$ cat config.mk
export PLATFORM = sky130hd
export DESIGN_NAME = reset_sequencer
export DESIGN_NICKNAME = d
export VERILOG_FILES = /design/src/rtl/reset_sequencer.sv
export SDC_FILE = /design/constraint.sdc
export NUM_CORES = 1
export LEC_CHECK = 0
export CORE_MARGIN = 1
export CORE_UTILIZATION = 50
export CTS_BUF_LIST = sky130_fd_sc_hd__clkbuf_2 sky130_fd_sc_hd__clkbuf_4 sky130_fd_sc_hd__clkbuf_8
export DETAILED_ROUTE_END_ITERATION = 8
export GPL_ROUTABILITY_DRIVEN = 0
export HOLD_SLACK_MARGIN = 0.12
export PLACE_DENSITY = 0.72
export RECOVER_POWER = 100
export SLEW_MARGIN = 20
export SYNTH_ARGS = -nofsm -noshare
export SYNTH_HDL_FRONTEND = slang
export SYNTH_SLANG_ARGS = --single-unit
$ cat constraint.sdc
create_clock -name clk -period 1.8 [get_ports clk]
set_input_delay 0.45 -clock clk [delete_from_list [all_inputs] [get_ports clk]]
set_output_delay 0.45 -clock clk [all_outputs]
set_load 0.02 [all_outputs]
$ cat src/rtl/reset_sequencer.sv
// reset_sequencer: releases CHANNELS active-low resets in ascending order,
// each spaced by 2^CNT_SIZE+1 cycles once every reset source is quiet.
// Define RESET_SEQ_SOFT_EN to let soft_rst_req restart the sequence; without
// it the port is present but has no effect.
module reset_sequencer #(
    parameter int unsigned CHANNELS    = 4,
    parameter int unsigned CNT_SIZE    = 4,
    parameter int unsigned SYNC_STAGES = 2
) (
    input  logic                clk,
    input  logic                rst,
    input  logic                ext_rst_n,
    input  logic                soft_rst_req,
    output logic [CHANNELS-1:0] rst_out_n,
    output logic                rst_done,
    output logic                busy
);

    localparam int unsigned ChW = (CHANNELS > 1) ? $clog2(CHANNELS) : 1;
    localparam logic [ChW-1:0] LastCh = ChW'(CHANNELS - 1);
    localparam logic [ChW-1:0] ChOne = ChW'(1);
    localparam logic [CNT_SIZE:0] CntOne = (CNT_SIZE + 1)'(1);

    typedef enum logic [1:0] {
        StAssert,
        StRelease,
        StRun
    } state_e;

    state_e                state_q, state_d;
    logic [CNT_SIZE:0]     cnt_q, cnt_d;
    logic [ChW-1:0]        ch_q, ch_d;
    logic [CHANNELS-1:0]   out_q, out_d;
    logic                  done_q, done_d;
    logic                  busy_q, busy_d;
    logic [SYNC_STAGES-1:0] sync_q;
    logic                  ext_s_n;
    logic                  req;
    logic                  term;

    // Synchronize the external pin; a cleared chain reads as reset asserted.
    always_ff @(posedge clk) begin
        if (rst) begin
            sync_q <= '0;
        end else begin
            sync_q <= {sync_q[SYNC_STAGES-2:0], ext_rst_n};
        end
    end

    assign ext_s_n = sync_q[SYNC_STAGES-1];

`ifdef RESET_SEQ_SOFT_EN
    assign req = !ext_s_n | soft_rst_req;
`else
    logic unused_soft_rst_req;
    assign unused_soft_rst_req = soft_rst_req;
    assign req = !ext_s_n;
`endif

    assign term = cnt_q[CNT_SIZE];

    // State, counter, channel index and registered outputs.
    always_ff @(posedge clk) begin
        if (rst) begin
            state_q <= StAssert;
            cnt_q   <= '0;
            ch_q    <= '0;
            out_q   <= '0;
            done_q  <= 1'b0;
            busy_q  <= 1'b1;
        end else begin
            state_q <= state_d;
            cnt_q   <= cnt_d;
            ch_q    <= ch_d;
            out_q   <= out_d;
            done_q  <= done_d;
            busy_q  <= busy_d;
        end
    end

    // Next state: any request wins, otherwise advance on the terminal count.
    always_comb begin
        state_d = state_q;
        if (req) begin
            state_d = StAssert;
        end else begin
            case (state_q)
                StAssert: begin
                    if (term) begin
                        state_d = (CHANNELS == 1) ? StRun : StRelease;
                    end
                end
                StRelease: begin
                    if (term && (ch_q == LastCh)) begin
                        state_d = StRun;
                    end
                end
                StRun:   state_d = StRun;
                default: state_d = StAssert;
            endcase
        end
    end

    // Next outputs and datapath: ASSERT and RELEASE share the release step
    // because ch is still 0 while asserting.
    always_comb begin
        cnt_d  = cnt_q;
        ch_d   = ch_q;
        out_d  = out_q;
        done_d = done_q;
        if (req) begin
            cnt_d  = '0;
            ch_d   = '0;
            out_d  = '0;
            done_d = 1'b0;
        end else begin
            case (state_q)
                StAssert, StRelease: begin
                    if (term) begin
                        cnt_d = '0;
                        ch_d  = ch_q + ChOne;
                        for (int i = 0; i < int'(CHANNELS); i++) begin
                            if (i == int'(ch_q)) begin
                                out_d[i] = 1'b1;
                            end
                        end
                        if (ch_q == LastCh) begin
                            done_d = 1'b1;
                        end
                    end else begin
                        cnt_d = cnt_q + CntOne;
                    end
                end
                default: begin
                    cnt_d = cnt_q;
                end
            endcase
        end
        busy_d = !done_d;
    end

    assign rst_out_n = out_q;
    assign rst_done  = done_q;
    assign busy      = busy_q;

endmodule

==> results of run 1 <==
-- cell families (layout without fill, tap and decap cells) --
kind of cell    Yosys count  count (layout)  share of synthesized area (%)
mux                       2               2                          2.685
buf+inv                   6              17                          3.186
xor+xnor                  1               1                          1.175
fa+ha+maj                 8               8                          13.42
flops                    17              17                          45.64
compound gates           16              16                          12.75
simple gates             28              28                          21.14
-- worst paths after layout --
kind | to | from | slack, ps | depth (start not counted)
max reg2reg | rst_done | state_q[0] | 290 | 5
min | sync_q[1] | sync_q[0] | 450 | 1
min reg2reg | sync_q[1] | sync_q[0] | 450 | 1
max | rst_done | rst_done | 100 | 1
-- per-stage QoR --
| step | worst slack [ps] | power [mW] | util, % | hold slack, ps |
|---|---|---|---|---|
| 3_3_place_gp | 321.5 | 0.4004 | 62.47 | 418.2 |
| 4_1_cts | 81.85 | 0.6089 | 64.50 | 457.5 |
| 3_5_place_dp | 325.0 | 0.4005 | 62.47 | 436.7 |
| 2_1_floorplan | 407.5 | 0.3939 | - | 413.8 |
| 6_report | 103.4 | 0.5967 | 64.04 | 454.5 |
| 5_1_grt | 39.51 | 0.6159 | 64.04 | 466.7 |
-- registers in the layout, summed over array words and instances, names as in the netlist --
signal,flops
busy,1
ch_q,2
cnt_q,5
rst_done,1
rst_out_n,4
state_q,2
sync_q,2
-- power breakdown --
| part | total, mW | leakage [nW] | internal, mW | switching (mW) |
|---|---|---|---|---|
| sequential | 0.380 | 0.137 | 0.379 | 0.00108 |
| combinational | 0.0111 | 0.149 | 0.00649 | 0.00461 |
| clock | 0.206 | 0.0177 | 0.0826 | 0.123 |
-- layout make-up --
cell class              count  area [um^2]  share of cell area, %
well taps                  15        18.77                  2.171
flip-flops and latches     17        340.3                  39.36
repair buffers              9        83.83                  9.696
multi-input cells          55        379.1                  43.85
clock buffers               3        22.52                  2.605
inverters                   4        15.01                  1.737
clock inverters             1        5.005                 0.5789
-- cells in the mapped netlist, drive strengths merged (2+ instances only) --
cell	instances	area share [%]
nand2	3	1.5
nand3b	5	5.0
ha	8	13
o21a	2	2.0
a31oi	4	3.4
o21ai	4	2.7
nor2	8	4.4
inv	4	2.0
mux2i	2	2.7
dfxtp	17	46
nor2b	5	4.2
a21oi	5	3.4
-- metal layers --
| layer | up-vias | GRT usage (%) | part of all wire (%) |
|---|---|---|---|
| li1 | 287 | - | - |
| met1 | 234 | 20.95 | 51 |
| met2 | 6 | 25.40 | 45 |
| met3 | 4 | 4.891 | 2.6 |
| met4 | 0 | 12.50 | 1.7 |
| met5 | - | 0 | 0 |
==> flow_results.xml, run 1 <==
<?xml version="1.0" encoding="UTF-8"?>
<metrics>
  <group name="run_status">
    <metric name="run_status" unit="">finished, final reports clean</metric>
  </group>
  <group name="placement">
    <metric name="place_hpwl" unit="um">837</metric>
    <metric name="buffer_ports.inserted" unit="">8</metric>
    <metric name="place.detailed.instances" unit="">100</metric>
    <metric name="placed_cell_areas" unit="um^2">843.3</metric>
  </group>
  <group name="floorplan">
    <metric name="i_o_pins" unit="">10</metric>
    <metric name="start_util" unit="%">55.24</metric>
    <metric name="design.core.area" unit="um^2">1350</metric>
    <metric name="rows" unit="">13</metric>
    <metric name="die_h" unit="um">40.62</metric>
    <metric name="die_area" unit="um^2">1650</metric>
    <metric name="die_width" unit="um">40.62</metric>
  </group>
  <group name="sta">
    <metric name="rsz_0062_raised_after_global_routing" unit="">false</metric>
    <metric name="maximum_operating_frequency" unit="MHz">589.4</metric>
    <metric name="setup-violations-final" unit="">0</metric>
    <metric name="setup-tns-final" unit="ps">0</metric>
    <metric name="count_of_final_max_slew_check_failures" unit="">0</metric>
    <metric name="post-route-min-period" unit="ps">1697</metric>
    <metric name="max_slew.worst_pin.slew" unit="ps">521.7</metric>
    <metric name="layout_worst_path_cycle_share" unit="%">94.26</metric>
    <metric name="slew_hr" unit="%">65.22</metric>
    <metric name="timing_hold_violations_final" unit="">0</metric>
    <metric name="clock_skew" unit="ps">8.162</metric>
  </group>
  <group name="pwr">
    <metric name="p_leak" unit="nW">0.3044</metric>
    <metric name="power_density_normalized_to_cell_area" unit="nW/um^2">690.2</metric>
    <metric name="peakVddDrop" unit="uV">560.9</metric>
  </group>
  <group name="cells_and_area">
    <metric name="fin_area" unit="um^2">864.6</metric>
    <metric name="fraction_of_final_layout_cells_sized_beyond_drive_strength_1" unit="%">6.742</metric>
    <metric name="n_antenna_cell" unit="">0</metric>
    <metric name="layout.cells.non_filler" unit="">104</metric>
    <metric name="final.fill_count" unit="">134</metric>
    <metric name="commonest_non_fill_non_tap_cells_in_the_layout" unit="">17 x dfxtp_1, 8 x nor2_1, 8 x ha_1</metric>
    <metric name="synthToLayoutAreaGrowth" unit="%">15.94</metric>
    <metric name="final_common_cell" unit="">dfxtp_1</metric>
    <metric name="nNetsFinal" unit="">102</metric>
  </group>
  <group name="clock_tree">
    <metric name="clock-root-buffer" unit="">clkbuf_4</metric>
    <metric name="clock_tree_from_tritoncts" unit="">done</metric>
    <metric name="cts_hold_buf" unit="">0</metric>
    <metric name="htree_levels" unit="">1</metric>
    <metric name="cts.repair.resized" unit="">0</metric>
    <metric name="cts_inserted_buffers" unit="">3</metric>
    <metric name="tritoncts_num_sinks" unit="">17</metric>
    <metric name="cts_buffer_depth" unit="">2</metric>
    <metric name="cts_setup_buffers" unit="">0</metric>
    <metric name="insertion_delay_of_the_later_clocked_pin_in_the_worst_skew_pair" unit="ps">290</metric>
    <metric name="clk_pin_slew_worst_paths" unit="ps">100</metric>
  </group>
  <group name="route">
    <metric name="drt_first_pass_iters" unit="">2</metric>
    <metric name="drt_first_iter_violations" unit="">5</metric>
    <metric name="ant_nets" unit="">0</metric>
    <metric name="drc" unit="">0</metric>
    <metric name="route.detailed.wl_per_inst" unit="um">11.57</metric>
    <metric name="dr_total_vias" unit="">531</metric>
    <metric name="drt-vias-per-instance" unit="">5.106</metric>
    <metric name="routed_wl" unit="um">1203</metric>
  </group>
  <group name="logic_synthesis">
    <metric name="postSynthNetCount" unit="">90</metric>
    <metric name="synth_edf_count" unit="">0</metric>
    <metric name="avgSynthCellArea" unit="um^2">9.560</metric>
    <metric name="synth_cell_type_count" unit="">24</metric>
    <metric name="proportion_of_synthesized_chip_area_in_sequential_cells" unit="%">45.64</metric>
    <metric name="yosys_warnings" unit="">0</metric>
    <metric name="syn-instance-count" unit="">78</metric>
    <metric name="fraction_of_registers_with_async_set_or_reset_after_synthesis" unit="%">0</metric>
    <metric name="count_of_state_elements_after_synthesis" unit="">17</metric>
    <metric name="synth.cell_area" unit="um^2">745.7</metric>
    <metric name="synth_ff_type" unit="">dfxtp_1</metric>
  </group>
  <group name="setup_path">
    <metric name="worst_ep_required_time" unit="ps">1350</metric>
    <metric name="worst_path_dominant_cell_family" unit="">buffers and inverters</metric>
    <metric name="critical-path-slowest-cell" unit="">clkdlybuf4s50_1</metric>
    <metric name="timing_worst_setup_path_type" unit="">flip-flop to output pin</metric>
    <metric name="crit_chain" unit="">clkdlybuf4s50_1</metric>
    <metric name="critical_path.max_stage_delay" unit="ps">610</metric>
    <metric name="worst_setup_start_kind" unit="">flip-flop</metric>
    <metric name="critical_path_arrival" unit="ps">1250</metric>
    <metric name="crit_fanout" unit="">3</metric>
    <metric name="timing.critical_path.buf_inv" unit="">1</metric>
    <metric name="timing.critical_path.to_type" unit="">output pin</metric>
  </group>
  <group name="global_route">
    <metric name="number_of_global_route_vias_before_repair" unit="">457</metric>
    <metric name="grt_first_pass_wirelength" unit="um">1794</metric>
    <metric name="grt_overflow_total" unit="">0</metric>
    <metric name="antenna_found_initial" unit="">0</metric>
    <metric name="track_usage" unit="%">17.12</metric>
    <metric name="grt_start_max_net_pins" unit="">13</metric>
  </group>
  <group name="flow_run">
    <metric name="max_cap_viol" unit="">0</metric>
  </group>
  <group name="min_path">
    <metric name="hp-class" unit="">flip-flop to flip-flop</metric>
  </group>
</metrics>
No activity file was read; power rests on OpenSTA's default activity.
==> run 2, diff against run 1 <==
- CAP_MARGIN: unset -> 5
- TNS_END_PERCENT: unset -> 10
==> results of run 2 <==
Same layout as run 1: the final DEF is identical, and so are final timing and power.
==> run 3, diff against run 2 <==
- CORE_UTILIZATION: 50 -> 40
- PLACE_DENSITY: 0.72 -> 0.59
==> run 3 against run 2 <==
  * Clock power rose by 2%
  * Largest cell class unchanged
  * Cell area rose by 2.0%
  * Hold slack got worse by 3.6 ps
  * Register-to-register slack barely moved
  * Flip-flop and latch count did not move
  * First-iteration DRC count fell by 20%
  * Critical path depth did not move
  * Largest power group unchanged
  * Final cell count rose by 9.6%
  * Clock-buffer cell count did not move
==> flow_results.xml, run 3 (synthesis gave the netlist of run 1 again) <==
<?xml version="1.0" encoding="UTF-8"?>
<metrics>
  <group name="clock_tree">
    <metric name="cts_buffer_depth" unit="">2</metric>
    <metric name="clock_tree_from_tritoncts" unit="">done</metric>
    <metric name="cts_setup_buffers" unit="">0</metric>
    <metric name="clk_pin_slew_worst_paths" unit="ps">100</metric>
    <metric name="cts.repair.resized" unit="">0</metric>
    <metric name="htree_levels" unit="">1</metric>
    <metric name="clock-root-buffer" unit="">clkbuf_4</metric>
    <metric name="tritoncts_num_sinks" unit="">17</metric>
    <metric name="cts_inserted_buffers" unit="">3</metric>
    <metric name="insertion_delay_of_the_later_clocked_pin_in_the_worst_skew_pair" unit="ps">290</metric>
    <metric name="cts_hold_buf" unit="">0</metric>
  </group>
  <group name="sta">
    <metric name="layout_worst_path_cycle_share" unit="%">95.05</metric>
    <metric name="clock_skew" unit="ps">0.7605</metric>
    <metric name="rsz_0062_raised_after_global_routing" unit="">false</metric>
    <metric name="max_slew.worst_pin.slew" unit="ps">533.2</metric>
    <metric name="count_of_final_max_slew_check_failures" unit="">0</metric>
    <metric name="timing_hold_violations_final" unit="">0</metric>
    <metric name="slew_hr" unit="%">64.45</metric>
    <metric name="setup-violations-final" unit="">0</metric>
    <metric name="post-route-min-period" unit="ps">1711</metric>
    <metric name="maximum_operating_frequency" unit="MHz">584.5</metric>
    <metric name="setup-tns-final" unit="ps">0</metric>
  </group>
  <group name="global_route">
    <metric name="gr-max-usage-layer" unit="">met2</metric>
    <metric name="number_of_global_route_vias_before_repair" unit="">473</metric>
    <metric name="grt_overflow_total" unit="">0</metric>
    <metric name="global_route.usage.met1" unit="%">19.31</metric>
    <metric name="use_met2" unit="%">19.71</metric>
    <metric name="antenna_found_initial" unit="">0</metric>
    <metric name="track_usage" unit="%">13.68</metric>
    <metric name="grt_start_max_net_pins" unit="">13</metric>
    <metric name="grt_first_pass_wirelength" unit="um">2001</metric>
    <metric name="use_met3" unit="%">2.400</metric>
  </group>
  <group name="pwr">
    <metric name="power.combinational.fraction" unit="%">1.8</metric>
    <metric name="power_density_normalized_to_cell_area" unit="nW/um^2">681.5</metric>
    <metric name="clkPwrFrac" unit="%">35.0</metric>
    <metric name="sw_frac_of_total" unit="%">21.91</metric>
    <metric name="sequential_group_share_of_total_power" unit="%">63.2</metric>
    <metric name="peakVddDrop" unit="uV">478.2</metric>
    <metric name="total_switching_power" unit="mW">0.1317</metric>
    <metric name="cellInternalPower" unit="mW">0.4695</metric>
    <metric name="p_leak" unit="nW">0.2971</metric>
  </group>
  <group name="setup_path">
    <metric name="crit_chain" unit="">dlygate4sd3_1</metric>
    <metric name="worst_setup_start_kind" unit="">flip-flop</metric>
    <metric name="worstRegToRegCells" unit="">5</metric>
    <metric name="timing_worst_setup_path_type" unit="">flip-flop to output pin</metric>
    <metric name="critical_path_arrival" unit="ps">1260</metric>
    <metric name="worst_path_dominant_cell_family" unit="">buffers and inverters</metric>
    <metric name="critical_path.max_stage_delay" unit="ps">660</metric>
    <metric name="timing.critical_path.buf_inv" unit="">1</metric>
    <metric name="worst_ep_required_time" unit="ps">1350</metric>
    <metric name="critical-path-slowest-cell" unit="">dlygate4sd3_1</metric>
    <metric name="timing.critical_path.to_type" unit="">output pin</metric>
    <metric name="cp_num_cells" unit="">1</metric>
    <metric name="crit_fanout" unit="">1</metric>
  </group>
  <group name="route">
    <metric name="drc" unit="">0</metric>
    <metric name="ant_nets" unit="">0</metric>
    <metric name="routed_wl" unit="um">1141</metric>
    <metric name="drt_first_pass_iters" unit="">2</metric>
    <metric name="drt-vias-per-instance" unit="">4.833</metric>
    <metric name="route.detailed.wl_per_inst" unit="um">10.01</metric>
    <metric name="drt_first_iter_violations" unit="">4</metric>
    <metric name="dr_total_vias" unit="">551</metric>
  </group>
  <group name="min_path">
    <metric name="hp-class" unit="">flip-flop to flip-flop</metric>
    <metric name="holdPathStages" unit="">1</metric>
  </group>
  <group name="cells_and_area">
    <metric name="commonest_non_fill_non_tap_cells_in_the_layout" unit="">17 x dfxtp_1, 8 x ha_1, 7 x nor2_1</metric>
    <metric name="n_antenna_cell" unit="">0</metric>
    <metric name="fin_util" unit="%">50.54</metric>
    <metric name="fraction_of_final_layout_cells_sized_beyond_drive_strength_1" unit="%">7.865</metric>
    <metric name="nNetsFinal" unit="">102</metric>
    <metric name="final.fill_count" unit="">179</metric>
    <metric name="synthToLayoutAreaGrowth" unit="%">18.29</metric>
    <metric name="largest_reg_flops" unit="">5</metric>
    <metric name="final_common_cell" unit="">dfxtp_1</metric>
    <metric name="max_flop_register" unit="">cnt_q</metric>
  </group>
  <group name="placement">
    <metric name="place_hpwl" unit="um">829.8</metric>
    <metric name="buffer_ports.inserted" unit="">8</metric>
  </group>
  <group name="flow_run">
    <metric name="max_cap_viol" unit="">0</metric>
  </group>
  <group name="run_status">
    <metric name="run_status" unit="">finished, final reports clean</metric>
  </group>
  <group name="floorplan">
    <metric name="die_h" unit="um">45.18</metric>
    <metric name="die_width" unit="um">45.18</metric>
    <metric name="die_area" unit="um^2">2041</metric>
    <metric name="i_o_pins" unit="">10</metric>
    <metric name="design.core.area" unit="um^2">1745</metric>
    <metric name="rows" unit="">15</metric>
    <metric name="start_util" unit="%">42.72</metric>
  </group>
</metrics>
## run 3: cell types whose count changed in the layout (fill, tap and decap cells not counted), sizes merged
| cell | change |
|---|---|
| clkdlybuf4s50 | -1 |
| clkinv | -1 |
| clkinvlp | +1 |
| dlygate4sd3 | +1 |
## run 3: path summary, 6_finish.rpt
kind               from        end  slack [ps]
max                busy       busy          90
min           sync_q[0]  sync_q[1]         450
min reg2reg   sync_q[0]  sync_q[1]         450
max reg2reg  state_q[0]   rst_done         300
## run 3: routing by layer
layer	wire length [um]	part of all wire, %
met1	586	51
met2	514	45
met3	28	2.5
met4	12	1.1
met5	0	0
## run 3: layout make-up
class / instances / area [um^2] / share of cell area (%)
clock buffers: 3 / 22.52 / 2.553
clock inverters: 1 / 7.507 / 0.8511
inverters: 4 / 15.01 / 1.702
multi-input cells: 55 / 381.6 / 43.26
flip-flops and latches: 17 / 340.3 / 38.58
well taps: 25 / 31.28 / 3.546
repair buffers: 9 / 83.83 / 9.504
## run 3: stage by stage
step | hold WS, ps | cell area (um^2) | power, mW | std cells | setup WS [ps]
after floorplan | 413.8 | 745.7 | 0.3939 | 78 | 407.5
after global placement | 421.2 | 855.8 | 0.4007 | 110 | 311.9
after detailed placement | 427.2 | 855.8 | 0.4007 | 110 | 302.2
after CTS | 458.5 | 885.9 | 0.6138 | 114 | 80.35
after global routing | 471.2 | 882.1 | 0.6322 | 114 | 25.62
final | 451.0 | 882.1 | 0.6012 | 114 | 89.11
## run 3: power by group through the flow
stage / sequential [mW] / combinational (mW) / clock (mW)
6_report: 0.380 / 0.0111 / 0.210
5_1_grt: 0.380 / 0.0125 / 0.239
3_3_place_gp: 0.388 / 0.0122 / 0
2_1_floorplan: 0.388 / 0.00562 / 0
3_5_place_dp: 0.388 / 0.0122 / 0
4_1_cts: 0.380 / 0.0123 / 0.222
